## config.mk

```make
export PLATFORM = sky130hd
export DESIGN_NAME = target_ptr_encoder
export DESIGN_NICKNAME = d
export VERILOG_FILES = /design/src/rtl/target_lut_pkg.sv /design/src/rtl/target_table.sv /design/src/rtl/target_ptr_encoder.sv
export SDC_FILE = /design/constraint.sdc
export NUM_CORES = 1
export LEC_CHECK = 0
export ABC_AREA = 1
export CORE_MARGIN = 10
export CORE_UTILIZATION = 50
export CTS_CLUSTER_SIZE = 16
export DETAILED_ROUTE_END_ITERATION = 8
export PLACE_DENSITY = 0.66
export SYNTH_ARGS = -nofsm -noshare
export SYNTH_HDL_FRONTEND = slang
export SYNTH_HIERARCHICAL = 1
export SYNTH_SLANG_ARGS = --single-unit
export TNS_END_PERCENT = 1
```

## constraint.sdc

```tcl
create_clock -name Clk -period 4.29 [get_ports Clk]
set_clock_uncertainty 0.05 [all_clocks]
set_input_delay 1.0725 -clock Clk [delete_from_list [all_inputs] [get_ports Clk]]
set_output_delay 1.0725 -clock Clk [all_outputs]
set_load 0.02 [all_outputs]
```

## src/rtl/target_lut_pkg.sv

```systemverilog
// Shared constants and types for the branch-target pointer encoder.
//   DEPTH : number of runtime table entries
//   PTR_W : pointer width into the table
//   PC_W  : width of a full PC target
//   CNT_W : width of the live-entry count (must hold DEPTH itself)
package target_lut_pkg;

    localparam int DEPTH = 32;
    localparam int PTR_W = $clog2(DEPTH);
    localparam int PC_W  = 10;
    localparam int CNT_W = PTR_W + 1;

    typedef enum logic [1:0] {
        IDLE = 2'd0,
        SCAN = 2'd1,
        RESP = 2'd2
    } enc_state_t;

    typedef logic [PC_W-1:0]  pc_t;
    typedef logic [PTR_W-1:0] ptr_t;
    typedef logic [CNT_W-1:0] cnt_t;

    // True when a pointer addresses a live entry.
    function automatic logic ptr_live(input ptr_t addr, input cnt_t count);
        return {1'b0, addr} < count;
    endfunction

endpackage

```

## src/rtl/target_table.sv

```systemverilog
// Runtime target table: DEPTH x PC_W registers.
// Ports:
//   clk, srst        : clock, synchronous active-high reset (zeroes every entry)
//   we/waddr/wdata   : single synchronous write port
//   count            : live-entry count; reads at or beyond it return 0
//   rd_addr/rd_target: combinational fetch-side read, count-masked
//   cmp_addr/cmp_target: combinational raw read used by the encoder's scan
module target_table
    import target_lut_pkg::*;
(
    input  logic clk,
    input  logic srst,
    input  logic we,
    input  ptr_t waddr,
    input  pc_t  wdata,
    input  cnt_t count,
    input  ptr_t rd_addr,
    output pc_t  rd_target,
    input  ptr_t cmp_addr,
    output pc_t  cmp_target
);

    pc_t  entry_reg [DEPTH];
    logic [DEPTH-1:0] wsel;

    // One-hot write decode.
    generate
        for (genvar gi = 0; gi < DEPTH; gi++) begin : g_wsel
            assign wsel[gi] = we && (waddr == ptr_t'(gi));
        end
    endgenerate

    always_ff @(posedge clk) begin
        for (int i = 0; i < DEPTH; i++) begin
            if (srst) begin
                entry_reg[i] <= '0;
            end else if (wsel[i]) begin
                entry_reg[i] <= wdata;
            end
        end
    end

    // Stale entries above count survive a flush, so the fetch read must
    // mask them to behave like the fixed table's zero default.
    assign rd_target  = ptr_live(rd_addr, count) ? entry_reg[rd_addr] : '0;
    assign cmp_target = entry_reg[cmp_addr];

endmodule

```

## src/rtl/target_ptr_encoder.sv

```systemverilog
// Branch-target pointer encoder. Accepts a full PC target, searches the
// runtime table linearly (one entry per cycle) and returns the pointer of a
// matching entry, or appends the target and returns its new pointer. When the
// table is full and the target is absent, out_err is raised with pointer 0.
// Ports:
//   Clk, Reset          : clock, synchronous active-high reset
//   clear               : synchronous flush of the table (count -> 0)
//   in_valid/in_ready   : request handshake, in_target carries the PC
//   out_valid/out_ready : response handshake, out_ptr/out_hit/out_err payload
//   rd_addr/rd_target   : combinational fetch-side decode
//   count               : number of live entries (0..DEPTH)
module target_ptr_encoder
    import target_lut_pkg::*;
(
    input  logic Clk,
    input  logic Reset,
    input  logic clear,
    input  logic in_valid,
    input  pc_t  in_target,
    output logic in_ready,
    output logic out_valid,
    output ptr_t out_ptr,
    output logic out_hit,
    output logic out_err,
    input  logic out_ready,
    input  ptr_t rd_addr,
    output pc_t  rd_target,
    output cnt_t count
);

    enc_state_t state_reg, state_next;
    cnt_t       idx_reg, idx_next;        // one extra bit so idx can reach DEPTH
    pc_t        target_reg, target_next;
    cnt_t       count_reg, count_next;
    ptr_t       out_ptr_reg, out_ptr_next;
    logic       out_hit_reg, out_hit_next;
    logic       out_err_reg, out_err_next;

    logic tbl_we;
    pc_t  cmp_target;

    target_table u_table (
        .clk        (Clk),
        .srst       (Reset),
        .we         (tbl_we),
        .waddr      (count_reg[PTR_W-1:0]),
        .wdata      (target_reg),
        .count      (count_reg),
        .rd_addr    (rd_addr),
        .rd_target  (rd_target),
        .cmp_addr   (idx_reg[PTR_W-1:0]),
        .cmp_target (cmp_target)
    );

    always_comb begin
        state_next   = state_reg;
        idx_next     = idx_reg;
        target_next  = target_reg;
        count_next   = count_reg;
        out_ptr_next = out_ptr_reg;
        out_hit_next = out_hit_reg;
        out_err_next = out_err_reg;
        tbl_we       = 1'b0;

        if (clear) begin
            // Flush drops any in-flight request; entries are left in place
            // and hidden by count.
            state_next = IDLE;
            count_next = '0;
        end else begin
            case (state_reg)
                IDLE: begin
                    if (in_valid) begin
                        target_next = in_target;
                        idx_next    = '0;
                        state_next  = SCAN;
                    end
                end
                SCAN: begin
                    if (idx_reg < count_reg) begin
                        if (cmp_target == target_reg) begin
                            out_ptr_next = idx_reg[PTR_W-1:0];
                            out_hit_next = 1'b1;
                            out_err_next = 1'b0;
                            state_next   = RESP;
                        end else begin
                            idx_next = idx_reg + 1'b1;
                        end
                    end else if (count_reg < cnt_t'(DEPTH)) begin
                        // Not found: append at the tail.
                        tbl_we       = 1'b1;
                        out_ptr_next = count_reg[PTR_W-1:0];
                        out_hit_next = 1'b0;
                        out_err_next = 1'b0;
                        count_next   = count_reg + 1'b1;
                        state_next   = RESP;
                    end else begin
                        // Not found and no room: report, table untouched.
                        out_ptr_next = '0;
                        out_hit_next = 1'b0;
                        out_err_next = 1'b1;
                        state_next   = RESP;
                    end
                end
                RESP: begin
                    if (out_ready) begin
                        state_next = IDLE;
                    end
                end
                default: state_next = IDLE;
            endcase
        end
    end

    always_ff @(posedge Clk) begin
        if (Reset) begin
            state_reg   <= IDLE;
            idx_reg     <= '0;
            target_reg  <= '0;
            count_reg   <= '0;
            out_ptr_reg <= '0;
            out_hit_reg <= 1'b0;
            out_err_reg <= 1'b0;
        end else begin
            state_reg   <= state_next;
            idx_reg     <= idx_next;
            target_reg  <= target_next;
            count_reg   <= count_next;
            out_ptr_reg <= out_ptr_next;
            out_hit_reg <= out_hit_next;
            out_err_reg <= out_err_next;
        end
    end

    // No bypass: a new request is only taken from IDLE, one cycle after the
    // response handshake completes.
    assign in_ready  = (state_reg == IDLE) && !clear && !Reset;
    assign out_valid = (state_reg == RESP);
    assign out_ptr   = out_ptr_reg;
    assign out_hit   = out_hit_reg;
    assign out_err   = out_err_reg;
    assign count     = count_reg;

endmodule

```

==> results.cfg, run 1 <==
[clock_network]
cts_tree = yes
clkTransAtPathRegs_ps = 50
cts-root-buf = clkbuf_16
cts_buffers = 42
cts_setup_buffers = 0
h-tree-depth = 2
cts-hold-fix-buffers = 0
cts_buffer_depth = 3
insertion_delay_ps = 570
clock_sinks = 351

[setup_path]
crit_required_ps = 3170
cp.arrival_ps = 3120
crit_fanout = 36
crit_path_start_kind = input port
end_kind = primary output
crit_type = input port to primary output

[sta]
holdWs_ps = 405
min_period_ps = 4240
slew_headroom_pct = 34.6
fin_crit_sh_pct = 98.9
setup_violations = 0
finalHoldViolations = 0
drv_slew = 0
fmax_mhz = 236
rsz0062_at_grt = false
worstMarginPinSlew_ps = 979

[synthesis]
synthDistinctLibCells = 41
synthMostInstantiatedCell = nand2_1
yosys.area.top_type_share_pct = 48.0
synth-seq-cells = 351
synth_fp_nets = 2595
syn_area_per_cell_um2 = 7.82
synth-edff-count = 320
synthFlopType = edfxtp_1
yosys_warnings = 6
synth.area.top_cells = edfxtp_1, nand2_1, nand3_1, nor2_1, dfxtp_1
syn_area_um2 = 20000
synth_seq_area_share_pct = 51.1
synth_cells = 2564
async_reset_ff_share_pct = 0
synthTopCellsByCount = nand2_1, nand3_1, nor2_1
yosys.area.top_type = edfxtp_1

[floorplanning]
core.rowCount = 73
core_um2 = 39600
die_y_um = 220
dieArea_um2 = 48500
ios = 45
initial_core_util_pct = 50.5
die_w_um = 220

[pwr]
internal_power_mw = 6.24
ir_drop_v = 0.000285
power_switching_mw = 2.30
swShare_pct = 26.9
p_per_area_nw_per_um2 = 382
p_seq_share_pct = 46.1
p_leak_nw = 8.60
p_comb_share_pct = 12.9
totalPowerFinal_mw = 8.54
clockPowerShare_pct = 41.0

[placed_design]
dpl_cell_area_um2 = 21000
dp_hpwl_mm = 43.8
finalWeightedCongestion = 0.936
portBuffers = 44

[drt]
vias_per_cell = 5.99
avgRoutedWirePerCell_um = 22.4
dr.first_iter.drc_count = 2797
postRouteAntennaNets = 0
dr.pass1.iters = 6
num_vias = 18600
finalWirelength_mm = 69.7
drc = 0

[layout]
multi_input_area_um2 = 8380
fillers = 3614
n_antenna_cell = 0
nNetsFinal = 2584
ff_latch_area_um2 = 10200
largest_reg_flops = 320
drive_gt1_share_pct = 6.92
postLayoutCellArea_um2 = 22400
area_growth_pct = 11.6

[grt]
grt_max_degree = 90
grt_usage_pct = 28.3
antenna_found_initial = 3
grt_pass1_vias = 17400
grt_pass1_wl_mm = 105
grt_overflow_total = 0

[min_path]
hold_path_class = register to register

[outcome]
status = finished clean

[job]
cap_violations = 0
[placed cells by master, fill, tap and decap left out, types with 12 or more instances in the layout]
master           count
a21oi_1             95
inv_1               96
dfxtp_1             29
buf_12              18
inv_2               15
nand3_1            519
edfxtp_1           320
o21ai_0             66
buf_4               60
clkbuf_1            14
clkbuf_16           49
clkinv_1            12
clkdlybuf4s50_1     31
nor2_1             417
nand2_1            748
[routing by layer]
layer,GRT usage (%),routed length (µm)
met5,0,30
met3,6.28,8430
met1,38.5,27600
met4,12.0,2930
met2,43.0,30700
[kinds of logic after synthesis]
kind of cell / count (synthesis) / synth area share, %
xor gates and xnor gates: 4 / 0.175
and+or+nand+nor: 1713 / 36.0
buffers and inverters: 299 / 7.16
DFF: 351 / 51.1
AOI/OAI and AO/OA: 186 / 4.91
adders and majority gates: 11 / 0.687
[critical path, cell delays in order]
cell	delay, ps
buf_4	170
inv_4	190
buf_12	260
buf_4	260
nand2_1	70
nand3_1	70
nand3_1	150
nand3_1	130
nand3_1	140
a21oi_2	250
clkdlybuf4s15_1	340
[area by class of cell]
class | instances | share of cell area, %
Inverter | 120 | 2.06
Tap cell | 525 | 2.94
Sequential cell | 351 | 45.8
Clock inverter | 11 | 0.213
Multi-Input combinational cell | 1914 | 37.5
Timing Repair Buffer | 124 | 5.76
Clock buffer | 65 | 5.79
[what timing repair did]
action                     in CTS  in global routing
resized for setup              10                  5
cloned                          0                  1
setup endpoints to repair       9                 12
hold endpoints to repair        0                  0
[power groups by stage]
stage | Combinational (mW) | Clock [mW] | Sequential, mW
after floorplan | 0.664 | 0 | 3.99
after global routing | 1.19 | 3.69 | 3.95
final | 1.11 | 3.50 | 3.94
after CTS | 1.07 | 3.54 | 3.93
after global placement | 1.06 | 0 | 4.00
after detailed placement | 1.07 | 0 | 4.01
[through the flow]
stage | util [%] | setup TNS, ps | instances | setup WS [ps]
after CTS | 56.3 | 0 | 3109 | 22.4
after global placement | 52.9 | -966 | 3033 | -163
final | 56.4 | 0 | 3110 | 45.9
after global routing | 56.4 | 0 | 3110 | 12.5
after detailed placement | 52.9 | -1040 | 3033 | -189
after floorplan | - | 0 | 2564 | 849
[final timing paths]
path                                 start                       end  slack (ps)  depth (start not counted)
worst max-delay path            rd_addr[0]              rd_target[8]          50                         11
worst min-delay path               out_hit                   out_hit         410                          2
worst max register to register    count[3]  u_table/entry_reg[16][7]         540                         14
worst min register to register     out_hit                   out_hit         410                          2
Note: power is estimated with default switching activity, not from simulation.
==> run 2: changes to the inputs <==
Settings changed: CORE_UTILIZATION 50 to 25, HOLD_SLACK_MARGIN from default to 0.08, PLACE_DENSITY 0.66 to default.
==> run 2 against run 1 <==
Effect of this change: setup slack lost 19 ps; cell count grew 17%; critical path type unchanged; critical endpoint is now rd_target[1]; flip-flop and latch count is the same; non-clock buffer count grew 26.
==> results.cfg, run 2 (same netlist as run 1, synthesis figures left out) <==
[clock_network]
insertion_delay_ps = 570
clock_sinks = 351
cts-root-buf = clkbuf_16
h-tree-depth = 2
cts_buffer_depth = 3
cts_tree = yes
clkTransAtPathRegs_ps = 60
cts_setup_buffers = 0
cts_buffers = 40

[sta]
min_period_ps = 4260
rsz0062_at_grt = false
drv_slew = 0
slew_headroom_pct = 24.7
worstMarginPinSlew_ps = 1130
fmax_mhz = 235
finalHoldViolations = 0
worst_slack_ps = 27.3
tns_ps = 0
holdWs_ps = 410
setup_violations = 0
fin_crit_sh_pct = 99.4

[layout]
postLayoutCellArea_um2 = 23000
final_common_cell = nand2_1
area_growth_pct = 14.8
fin_cells = 3653
n_antenna_cell = 0
largest_reg_flops = 320
drive_gt1_share_pct = 8.03
final_cell_mix = nand2_1, nand3_1, nor2_1, edfxtp_1
nNetsFinal = 2608
final_core_util_pct = 29.0

[floorplanning]
die_w_um = 303
core.rowCount = 103
die_y_um = 303
dieArea_um2 = 91900
initial_core_util_pct = 25.3
ios = 45
core_um2 = 79300

[grt]
grt_pass1_vias = 16400
grt_pass1_wl_mm = 104
grt_max_degree = 94
grt_usage_pct = 14.5
grt_overflow_total = 0
antenna_found_initial = 1

[pwr]
swShare_pct = 26.6
ir_drop_v = 0.000216
p_leak_nw = 8.64
p_seq_share_pct = 46.4
internal_power_mw = 6.23
p_comb_share_pct = 12.8
clockPowerShare_pct = 40.8
power_switching_mw = 2.25
totalPowerFinal_mw = 8.48
p_per_area_nw_per_um2 = 369

[setup_path]
crit_slowest_cell = clkdlybuf4s50_1
crit_chain = clkdlybuf4s50_1, buf_4, inv_1, buf_4, nand3_1, nand3_1, a21oi_1, buf_4
crit_type = input port to primary output
crit_path_start_kind = input port
crit_buf_inv = 5
crit_fanout = 21
crit_top_cell = buf_4
slowest_delay_ps = 500
end_kind = primary output
crit_family = buffers and inverters
cp.arrival_ps = 3140
crit_required_ps = 3170

[drt]
vias_per_cell = 4.98
finalWirelength_mm = 69.1
dr.pass1.iters = 6
dr.first_iter.drc_count = 2469
postRouteAntennaNets = 0
drc = 0
avgRoutedWirePerCell_um = 18.9
num_vias = 18200

[placed_design]
dp_hpwl_mm = 45.6
dpl_cell_area_um2 = 21700
finalWeightedCongestion = 0.909
dp_slack_ps = -326
portBuffers = 44
dp_cells = 3585

[outcome]
status = finished clean

[min_path]
hold_path_class = register to register

[job]
cap_violations = 0
## run 2: final cells by class
cell class	count	area [µm²]
timing repair buffer	150	1330
tap	1050	1310
sequential	351	10200
multi-input combinational	1914	8380
fill	8456	56200
clock inverter	16	171
clock buffer	52	1120
inverter	120	458
## run 2: worst paths after layout
check	startpoint	to	slack (ps)	depth (start not counted)
worst min register to register	out_hit	out_hit	410	2
worst min-delay path	out_hit	out_hit	410	2
worst max register to register	count[5]	u_table/entry_reg[6][2]	580	16
worst max-delay path	rd_addr[3]	rd_target[1]	30	8
## run 2: power groups by stage
| stage | Sequential (mW) | Combinational [mW] | Clock [mW] |
|---|---|---|---|
| final | 3.94 | 1.09 | 3.46 |
| after global routing | 3.95 | 1.17 | 3.65 |
| after CTS | 3.94 | 1.07 | 3.52 |
| after detailed placement | 4.01 | 1.06 | 0 |
| after global placement | 4.00 | 1.06 | 0 |
| after floorplan | 3.99 | 0.664 | 0 |
## run 2: what timing repair did
item	CTS	global route
pin swaps	0	0
gates resized for setup	6	5
endpoints found under the setup margin	3	10
hold buffers	0	0
## run 2: routing by layer
metal  GRT usage [%]  share of wire [%]  vias to the layer above
li1                -                  -                     8565
met1            19.7                 41                     8520
met2            22.8                 45                      954
met3            2.30                9.9                      138
met4            6.04                4.2                        2
met5               0              0.019                        -
## run 2: worst register-to-register path, cell delays in order, from the launching register on
cell,delay [ps]
dfxtp_1,590
inv_1,140
ha_1,320
nand2_1,70
a21oi_1,140
nor2_2,70
nand2_4,110
nand2_4,120
nor2_2,210
inv_2,90
nor2_1,220
inv_1,70
nor2_1,130
buf_4,270
inv_1,270
o21ai_0,280
buf_4,250
